$ cat config.mk
export PLATFORM = sky130hd
export DESIGN_NAME = lsu_mem_stage
export DESIGN_NICKNAME = d
export VERILOG_FILES = /design/src/rtl/riscv_pkg.sv /design/src/rtl/lsu_align.sv /design/src/rtl/lsu_mem_stage.sv
export SDC_FILE = /design/constraint.sdc
export NUM_CORES = 1
export LEC_CHECK = 0
export BUFFER_PORTS_ARGS = -buffer_cell sky130_fd_sc_hd__buf_2
export CORE_AREA = 2 2 99 101
export CTS_CLUSTER_DIAMETER = 120
export DETAILED_ROUTE_END_ITERATION = 7
export DIE_AREA = 0 0 101 103
export PLACE_DENSITY = 0.79
export RECOVER_POWER = 25
export SETUP_SLACK_MARGIN = 0.1
export SYNTH_ARGS = -nofsm -noshare
export SYNTH_HDL_FRONTEND = slang
export SYNTH_SLANG_ARGS = --single-unit
export TNS_END_PERCENT = 50
$ cat constraint.sdc
create_clock -name clk -period 2.35 [get_ports clk]
set_input_delay 0.47 -clock clk [delete_from_list [all_inputs] [get_ports clk]]
set_output_delay 0.47 -clock clk [all_outputs]
set_load 0.05 [all_outputs]
$ cat src/rtl/riscv_pkg.sv
// Shared RV32I load/store encodings, LSU state enum and latched request payload.
package riscv_pkg;

  localparam int unsigned XLEN = 32;
  localparam int unsigned BE_W = XLEN / 8;

  localparam logic [2:0] F3_LB  = 3'b000;
  localparam logic [2:0] F3_LH  = 3'b001;
  localparam logic [2:0] F3_LW  = 3'b010;
  localparam logic [2:0] F3_LBU = 3'b100;
  localparam logic [2:0] F3_LHU = 3'b101;
  localparam logic [2:0] F3_SB  = 3'b000;
  localparam logic [2:0] F3_SH  = 3'b001;
  localparam logic [2:0] F3_SW  = 3'b010;

  typedef enum logic [1:0] {
    IDLE = 2'd0,
    REQ  = 2'd1,
    WAIT = 2'd2
  } lsu_state_e;

  typedef struct packed {
    logic            op_ld;
    logic [2:0]      func3;
    logic [XLEN-1:0] addr;
    logic [XLEN-1:0] st_data;
  } lsu_req_t;

  // Access size lives in func3[1:0] for both loads and stores.
  function automatic logic is_misaligned(input logic [2:0] f3, input logic [1:0] a_lo);
    case (f3[1:0])
      2'b00:   return 1'b0;
      2'b01:   return a_lo[0];
      default: return a_lo != 2'b00;
    endcase
  endfunction

endpackage

$ cat src/rtl/lsu_align.sv
// Byte-lane logic: store byte enables and replication, load extraction and extension.
module lsu_align
  import riscv_pkg::*;
(
  input  logic [2:0]      func3_i,
  input  logic [1:0]      addr_lo_i,
  input  logic [XLEN-1:0] st_data_i,
  input  logic [XLEN-1:0] rdata_i,
  output logic [BE_W-1:0] be_o,
  output logic [XLEN-1:0] wdata_o,
  output logic [XLEN-1:0] load_data_o
);

  logic [7:0]  byte_sel;
  logic [15:0] half_sel;

  always_comb begin
    be_o    = 4'b1111;
    wdata_o = st_data_i;
    case (func3_i[1:0])
      F3_SB[1:0]: begin
        be_o    = 4'b0001 << addr_lo_i;
        wdata_o = {4{st_data_i[7:0]}};
      end
      F3_SH[1:0]: begin
        be_o    = 4'b0011 << {addr_lo_i[1], 1'b0};
        wdata_o = {2{st_data_i[15:0]}};
      end
      F3_SW[1:0]: begin
        be_o    = 4'b1111;
        wdata_o = st_data_i;
      end
      default: ;
    endcase
  end

  always_comb begin
    byte_sel = rdata_i[7:0];
    case (addr_lo_i)
      2'd1:    byte_sel = rdata_i[15:8];
      2'd2:    byte_sel = rdata_i[23:16];
      2'd3:    byte_sel = rdata_i[31:24];
      default: byte_sel = rdata_i[7:0];
    endcase
    half_sel = addr_lo_i[1] ? rdata_i[31:16] : rdata_i[15:0];
  end

  always_comb begin
    load_data_o = rdata_i;
    case (func3_i)
      F3_LB:   load_data_o = {{24{byte_sel[7]}}, byte_sel};
      F3_LH:   load_data_o = {{16{half_sel[15]}}, half_sel};
      F3_LBU:  load_data_o = {24'h0, byte_sel};
      F3_LHU:  load_data_o = {16'h0, half_sel};
      F3_LW:   load_data_o = rdata_i;
      default: load_data_o = rdata_i;
    endcase
  end

endmodule

$ cat src/rtl/lsu_mem_stage.sv
// LSU memory stage: IDLE/REQ/WAIT request-grant-rvalid handshake to data memory.
// Build option LSU_MISALIGN_TRAP_EN adds the misalign port and completes misaligned accesses without a request.
module lsu_mem_stage
  import riscv_pkg::*;
(
  input  logic            clk,
  input  logic            rst,
  input  logic            in_valid,
  input  logic            in_ld,
  input  logic            in_st,
  input  logic [2:0]      func3,
  input  logic [XLEN-1:0] addr,
  input  logic [XLEN-1:0] st_data,
  output logic            dm_req,
  output logic            dm_we,
  output logic [XLEN-1:0] dm_addr,
  output logic [BE_W-1:0] dm_be,
  output logic [XLEN-1:0] dm_wdata,
  input  logic            dm_gnt,
  input  logic            dm_rvalid,
  input  logic [XLEN-1:0] dm_rdata,
  output logic            stall,
  output logic            out_valid,
  output logic [XLEN-1:0] load_data
`ifdef LSU_MISALIGN_TRAP_EN
  ,
  output logic            misalign
`endif
);

  lsu_state_e      state_q, state_d;
  lsu_req_t        req_q, req_d;
  logic [BE_W-1:0] be;
  logic [XLEN-1:0] wdata;
  logic [XLEN-1:0] ext_data;
  logic            mis_c;

  lsu_align u_align (
    .func3_i     (req_q.func3),
    .addr_lo_i   (req_q.addr[1:0]),
    .st_data_i   (req_q.st_data),
    .rdata_i     (dm_rdata),
    .be_o        (be),
    .wdata_o     (wdata),
    .load_data_o (ext_data)
  );

`ifdef LSU_MISALIGN_TRAP_EN
  assign mis_c    = is_misaligned(func3, addr[1:0]);
  assign misalign = rst && (state_q == IDLE) && in_valid && (in_ld || in_st) && mis_c;
`else
  assign mis_c = 1'b0;
`endif

  always_ff @(posedge clk or negedge rst) begin
    if (!rst) begin
      state_q <= IDLE;
      req_q   <= '0;
    end else begin
      state_q <= state_d;
      req_q   <= req_d;
    end
  end

  // Handshake outputs are gated by rst so every port reads zero during reset.
  always_comb begin
    state_d   = state_q;
    req_d     = req_q;
    dm_req    = 1'b0;
    dm_we     = 1'b0;
    dm_addr   = '0;
    dm_be     = '0;
    dm_wdata  = '0;
    stall     = 1'b0;
    out_valid = 1'b0;
    load_data = '0;
    if (rst) begin
      case (state_q)
        IDLE: begin
          if (in_valid) begin
            if (!(in_ld || in_st) || mis_c) begin
              out_valid = 1'b1;
            end else begin
              stall         = 1'b1;
              req_d.op_ld   = in_ld;
              req_d.func3   = func3;
              req_d.addr    = addr;
              req_d.st_data = st_data;
              state_d       = REQ;
            end
          end
        end
        REQ: begin
          dm_req   = 1'b1;
          dm_we    = !req_q.op_ld;
          dm_addr  = {req_q.addr[XLEN-1:2], 2'b00};
          dm_be    = be;
          dm_wdata = req_q.op_ld ? '0 : wdata;
          if (!dm_gnt) begin
            stall = 1'b1;
          end else if (req_q.op_ld) begin
            stall   = 1'b1;
            state_d = WAIT;
          end else begin
            out_valid = 1'b1;
            state_d   = IDLE;
          end
        end
        WAIT: begin
          if (dm_rvalid) begin
            out_valid = 1'b1;
            load_data = ext_data;
            state_d   = IDLE;
          end else begin
            stall = 1'b1;
          end
        end
        default: state_d = IDLE;
      endcase
    end
  end

endmodule

# [After elaboration in Yosys (flattened, before gate mapping)]
# Index checks and enable logic that the tools add are counted.
[classes] n_eq_ne=13 n_shift=2 n_mux=39 reduce_logical=7
[op_table] cell="32-bit two-way mux" count=8
[op_table] cell="32-bit one-hot mux with 4 select lines" count=1
[op_table] cell="32-bit one-hot mux with 2 select lines" count=1
[op_table] cell="8-bit one-hot mux with 3 select lines" count=1
[op_table] cell="1-bit two-way mux" count=16
[op_table] cell="16-bit two-way mux" count=1
[op_table] cell="2-bit two-way mux" count=5
[op_table] cell="4-bit two-way mux" count=2
[op_table] cell="2-bit != test (second input constant)" count=4
[op_table] cell="4-bit one-hot mux with 2 select lines" count=1
[op_table] cell="2-bit by 1-bit equality test with 1-bit output (second input constant)" count=3
[op_table] cell="2-bit equality test (second input constant)" count=3
[op_table] cell="3-bit equality test (second input constant)" count=2
[op_table] cell="1-bit one-hot mux with 3 select lines" count=2
[op_table] cell="2-bit one-hot mux with 3 select lines" count=1
[op_table] cell="5-bit AND reduction" count=1
[op_table] cell="2-bit logical NOT" count=2
[op_table] cell="4-bit AND reduction" count=1
[op_table] cell="1-bit by 2-bit left shift with 4-bit output (first input constant)" count=1
[op_table] cell="2-bit by 2-bit left shift with 4-bit output (first input constant)" count=1
[op_table] cell="3-bit by 1-bit equality test with 1-bit output (second input constant)" count=1
[op_table] cell="3-bit logical NOT" count=1
[op_table] cell="1-bit logical NOT" count=1
[op_table] cell="1-bit logical OR" count=1
[word_totals] ff_bits=70 input_bits=106 output_inout_bits=104 elab_cells=66

# [Logic depth before layout (Yosys ltp)]
[depth] ltp_word=6 ltp_mapped=7 ltp_nobuf=6

# [By module]
# A second synthesis with hierarchy kept.
[unflattened] cells_unflattened=443 area_unflattened_um2=4485.6
[modules_own_cells] mod="lsu_mem_stage" instances=1 cells_per_inst=276 area_each_um2=3392.0 seq_area_each_um2=1751.7
[modules_own_cells] mod="lsu_align" instances=1 cells_per_inst=167 area_each_um2=1093.5 seq_area_each_um2=0.0

# [Worst setup path before layout]
# OpenSTA, ideal clock, no wires.
[synth_timing] path_type="register to output" from="register req_q[32] (netlist name)" to="output load_data[10]" arrival_ns=2.111 required_time_ns=1.880 slack_ns=-0.231 stages_incl_launch_ff=7 path_cell_list="dfrtp_1 buf_6 mux2i_1 mux2_2 or3_1 buf_6 a21oi_1"
[synth_via] elab_chain_cells=6
[synth_rtl] element="start: declaration" line_no="lsu_mem_stage.sv:32" source="lsu_req_t req_q, req_d;"
[synth_rtl] element="start signal: assignment" line_no="lsu_mem_stage.sv:61" source="req_q <= req_d;"
[synth_rtl] element="2-bit equality test or 2-bit by 1-bit equality test with 1-bit output (tied branches)" line_no="lsu_align.sv:39" source="case (addr_lo_i)"
[synth_rtl] element="8-bit one-hot mux with 3 select lines *" line_no="lsu_align.sv:39"
[synth_rtl] element="32-bit one-hot mux with 4 select lines *" line_no="lsu_align.sv:50" source="case (func3_i)"
[synth_rtl] element="32-bit two-way mux *" line_no="lsu_mem_stage.sv:110" source="if (dm_rvalid) begin"
[synth_rtl] element="32-bit two-way mux *" line_no="lsu_mem_stage.sv:78" source="case (state_q)"
[synth_rtl] element="32-bit two-way mux *" line_no="lsu_mem_stage.sv:77" source="if (rst) begin"
[synth_rtl] element="end: declaration" line_no="lsu_mem_stage.sv:24" source="output logic [XLEN-1:0] load_data"
# Every way passes the cells marked *; elsewhere a longest branch is shown, timed or not.

# [Final worst setup path]
[layout_timing] from="register req_q[32] (netlist name)" to="output load_data[12]"
# Same word-level chain as after synthesis.

==> tab_implementation.tex <==
\begin{tabular}{lr}
\hline
Metric & Value \\
\hline
\multicolumn{2}{l}{\textbf{Drt}} \\
Vias per std cell & 5.51 \\
Drt pass-1 iters & 4 \\
Total number of vias & 4,343 \\
Number of routed nets with antenna violations & 0 \\
Number of design-rule violations left by the first detailed-router iteration & 171 \\
Residual DRC count & 0 \\
WL final & 14,600 um \\
Routed wirelength normalized by instance count & 18.6 um \\
\multicolumn{2}{l}{\textbf{Placed design}} \\
Cells after DPL & 749 \\
Post-place setup slack & -0.00535 ns \\
Detailed Place HPWL & 9480 um \\
Cell area after placement & 5500 um\^{}2 \\
Buffers on Ports & 207 \\
Final weighted congestion in routability-driven placement & 0.954 \\
\multicolumn{2}{l}{\textbf{Floorplanning}} \\
Effective utilization at floorplan & 44.1\% \\
Num rows & 36 \\
Horizontal die dimension & 101 um \\
Vert. Die Dim & 103 um \\
Core outline area & 9460 um\^{}2 \\
Total die area & 10,400 um\^{}2 \\
Top-level port count & 210 \\
\multicolumn{2}{l}{\textbf{Timing}} \\
Minimum setup slack in the final design & -0.229 ns \\
Number of pins with negative max-slew slack in the final report & 35 \\
Number of endpoints failing setup at the final stage & 32 \\
Relative max-transition margin & -27.1\% \\
Shortest period the worst path allows & 2.58 ns \\
Worst Clk Skew & 0.00850 ns \\
Hold violation count in the final report & 0 \\
Setup repair after global routing missed its margin & true \\
Post-route fraction of the period consumed by the critical path & 110\% \\
Maximum clock frequency & 388 MHz \\
Fin Setup TNS & -5.45 ns \\
Slew at the pin closest to its max-slew limit & 1.91 ns \\
\multicolumn{2}{l}{\textbf{Clock network}} \\
H-tree levels & 3 \\
CTS clk-pin slew, worst paths & 0.08 ns \\
Clock tree from TritonCTS & done \\
Number of hold buffers added after cts & 0 \\
Worst-case clock buffer depth & 2 \\
Number of CTS-inserted buffers & 9 \\
Clock latency of the later-clocked register in the worst-skew pair & 0.35 ns \\
Cell at the root of the clock tree & sky130\_fd\_sc\_hd\_\_clkbuf\_8 \\
Number of sinks handled by clock tree synthesis & 70 \\
\multicolumn{2}{l}{\textbf{Cells and area}} \\
Final-stage net count & 774 \\
Growth of design area from synthesis to finish & 56.2\% \\
Fraction of final layout cells with drive strength greater than 1 & 59.4\% \\
Final standard cell count with taps included and fillers excluded & 788 \\
Final cell area excluding filler cells & 6510 um\^{}2 \\
\multicolumn{2}{l}{\textbf{Power}} \\
Combinational share of power & 58.2\% \\
Total power & 7.72 mW \\
Areal power density over the cells & 1180 nW/um\^{}2 \\
Cell-internal power & 4.21 mW \\
Peak VDD IR & 0.738 mV \\
Part of the power in registers & 29.1\% \\
Clock network fraction of design power & 12.7\% \\
Switching share of power & 45.4\% \\
Switching component of the power & 3.50 mW \\
Static leakage & 3.22 nW \\
\multicolumn{2}{l}{\textbf{Global route}} \\
All-layer global routing usage & 25.2\% \\
Remaining Overflow, GRT & 0 \\
Initial antenna violation count & 1 \\
Via count of the first global-routing pass & 4,160 \\
Largest net degree at the start of global routing & 44 \\
First-pass GRT wire length & 20,100 um \\
\multicolumn{2}{l}{\textbf{Setup path}} \\
Category of the critical setup timing path & register to primary output \\
CP max stage delay & 0.45 ns \\
Arrival time worst endpoint & 2.11 ns \\
CP delay by family, top & multiplexers \\
Startpoint class of the critical path & register \\
Buffers and inverters on the worst path & 2 \\
Worst Setup End Kind & primary output \\
Peak fanout along the critical path & 8 \\
Critical path, cell by cell & mux2i\_2 -> mux2\_4 -> or3\_4 -> buf\_12 -> a21oi\_4 -> buf\_8 \\
Cell with the largest stage delay on the worst path & sky130\_fd\_sc\_hd\_\_dfrtp\_2 \\
Worst path required time & 1.88 ns \\
\multicolumn{2}{l}{\textbf{Synth}} \\
Number of synthesized register bits & 70 \\
Fraction of post-synthesis cell area in the top cell type by area & 42.0\% \\
Simple-Gate Fraction of Synth Area & 17.7\% \\
Number of instances in the synthesized netlist & 433 \\
Average cell area after synthesis & 9.63 um\^{}2 \\
Compound-gate portion of the synthesized area & 12.5\% \\
Top cells by count, synth & 70 x sky130\_fd\_sc\_hd\_\_dfrtp\_1, 68 x sky130\_fd\_sc\_hd\_\_mux2\_2, 53 x sky130\_fd\_sc\_hd\_\_nand2\_1 \\
Number of warning messages in the yosys log & 0 \\
Part of the Yosys area used for sequential elements & 42.0\% \\
FFs w/ async S/R, synth & 100\% \\
Xor and xnor fraction of the mapped netlist area & 0\% \\
Leading area contributor after synthesis & sky130\_fd\_sc\_hd\_\_dfrtp\_1 \\
Post-synth EDFFs & 0 \\
Netlist area before placement & 4170 um\^{}2 \\
Top area cells in the synthesized netlist & sky130\_fd\_sc\_hd\_\_dfrtp\_1 42\%, sky130\_fd\_sc\_hd\_\_mux2\_2 18\%, sky130\_fd\_sc\_hd\_\_and2\_1 5.7\% \\
Adder-cell share of the synthesized area & 0\% \\
Number of distinct standard cells referenced by the synthesized netlist & 35 \\
Main combinational cell family by area after synthesis & multiplexers \\
Library cell with the highest instance count after synthesis & sky130\_fd\_sc\_hd\_\_dfrtp\_1 \\
Portion of netlist area occupied by mux cells & 22.7\% \\
Ys flop type & sky130\_fd\_sc\_hd\_\_dfrtp\_1 \\
\multicolumn{2}{l}{\textbf{Outcome}} \\
Failing checks & max-capacitance violations, max-slew violations, negative setup slack \\
Result of the run & finished, violations left \\
\multicolumn{2}{l}{\textbf{Job}} \\
Maximum Capacitance Violations & 1 \\
\multicolumn{2}{l}{\textbf{Min path}} \\
Hold Crit Class & input pin to asynchronous set/reset pin \\
\hline
\end{tabular}
stage by stage:
| step | hold WS, ns | utilization, % |
|---|---|---|
| 2_1_floorplan | 0.174 | - |
| 3_3_place_gp | 0.431 | 58.2 |
| 3_5_place_dp | 0.438 | 58.2 |
| 4_1_cts | 0.0506 | 63.8 |
| 5_1_grt | 0.219 | 68.8 |
| 6_report | 0.164 | 68.8 |
per-layer routing:
layer  wire [um]  global-route usage [%]
met1        5190                    27.0
met2        7550                    45.4
met3        1200                    6.44
met4         687                    14.2
met5           0                       0
area by class of cell:
type,instances,area [um^2]
clock buffer,10,138
sequential,70,1760
tap,114,143
fill,700,2950
antenna,1,2.50
inverter,6,26.3
multi-input combinational,323,2570
timing repair buffer,258,1820
clock inverter,6,61.3
cell usage in the layout (no fill, tap or decap), types with 5 or more instances in the layout:
| master | n |
|---|---|
| sky130_fd_sc_hd__and2_1 | 38 |
| sky130_fd_sc_hd__a21o_1 | 7 |
| sky130_fd_sc_hd__clkbuf_4 | 16 |
| sky130_fd_sc_hd__a22oi_1 | 6 |
| sky130_fd_sc_hd__clkbuf_8 | 10 |
| sky130_fd_sc_hd__nor2_1 | 26 |
| sky130_fd_sc_hd__o21ai_0 | 9 |
| sky130_fd_sc_hd__mux2i_1 | 16 |
| sky130_fd_sc_hd__buf_8 | 11 |
| sky130_fd_sc_hd__dfrtp_1 | 67 |
| sky130_fd_sc_hd__nor2b_1 | 5 |
| sky130_fd_sc_hd__a21oi_4 | 9 |
| sky130_fd_sc_hd__buf_4 | 39 |
| sky130_fd_sc_hd__nor3_4 | 7 |
| sky130_fd_sc_hd__buf_6 | 32 |
| sky130_fd_sc_hd__a21oi_1 | 29 |
| sky130_fd_sc_hd__nand2_1 | 49 |
| sky130_fd_sc_hd__buf_2 | 153 |
| sky130_fd_sc_hd__mux2_2 | 66 |
| sky130_fd_sc_hd__a21oi_2 | 9 |
power groups by stage:
stage               Clock [mW]  Sequential (mW)  Combinational [mW]
floorplan                    0             2.08                2.83
global placement             0             2.20                3.60
detailed placement           0             2.24                3.67
CTS                       1.01             2.23                3.87
global route              1.04             2.33                4.78
finish                   0.983             2.24                4.49
cell families after synthesis:
logic type | after synthesis
simple gates | 151
flops | 70
compound gates | 84
buf+inv | 41
mux | 86
other cells | 1
flip-flops by register name, indices dropped and copies added, names as in the netlist:
name,flops
req_q,68
state_q,2
worst paths after layout:
kind / end / slack, ns / depth (start not counted) / start
max in group asynchronous: state_q[0]$_DFFE_PN0P_ / 0.33 / 2 / rst
min in group clk: req_q[33]$_DFFE_PN0P_ / 0.32 / 3 / addr[1]
worst max register to register: req_q[41]$_DFFE_PN0P_ / 0.42 / 5 / state_q[0]$_DFFE_PN0P_
worst min-delay path: req_q[43]$_DFFE_PN0P_ / 0.16 / 2 / rst
worst min register to register: req_q[60]$_DFFE_PN0P_ / 0.50 / 1 / req_q[60]$_DFFE_PN0P_
worst max-delay path: load_data[12] / -0.23 / 6 / req_q[32]$_DFFE_PN0P_
repair_timing:
item | in CTS | in global routing
gates cloned | 1 | 1
gates resized for setup | 82 | 100
buffers inserted | 6 | 14
endpoints found under the setup margin | 45 | 97
pin swaps | 4 | 14
No activity file was read; power rests on OpenSTA's default activity.
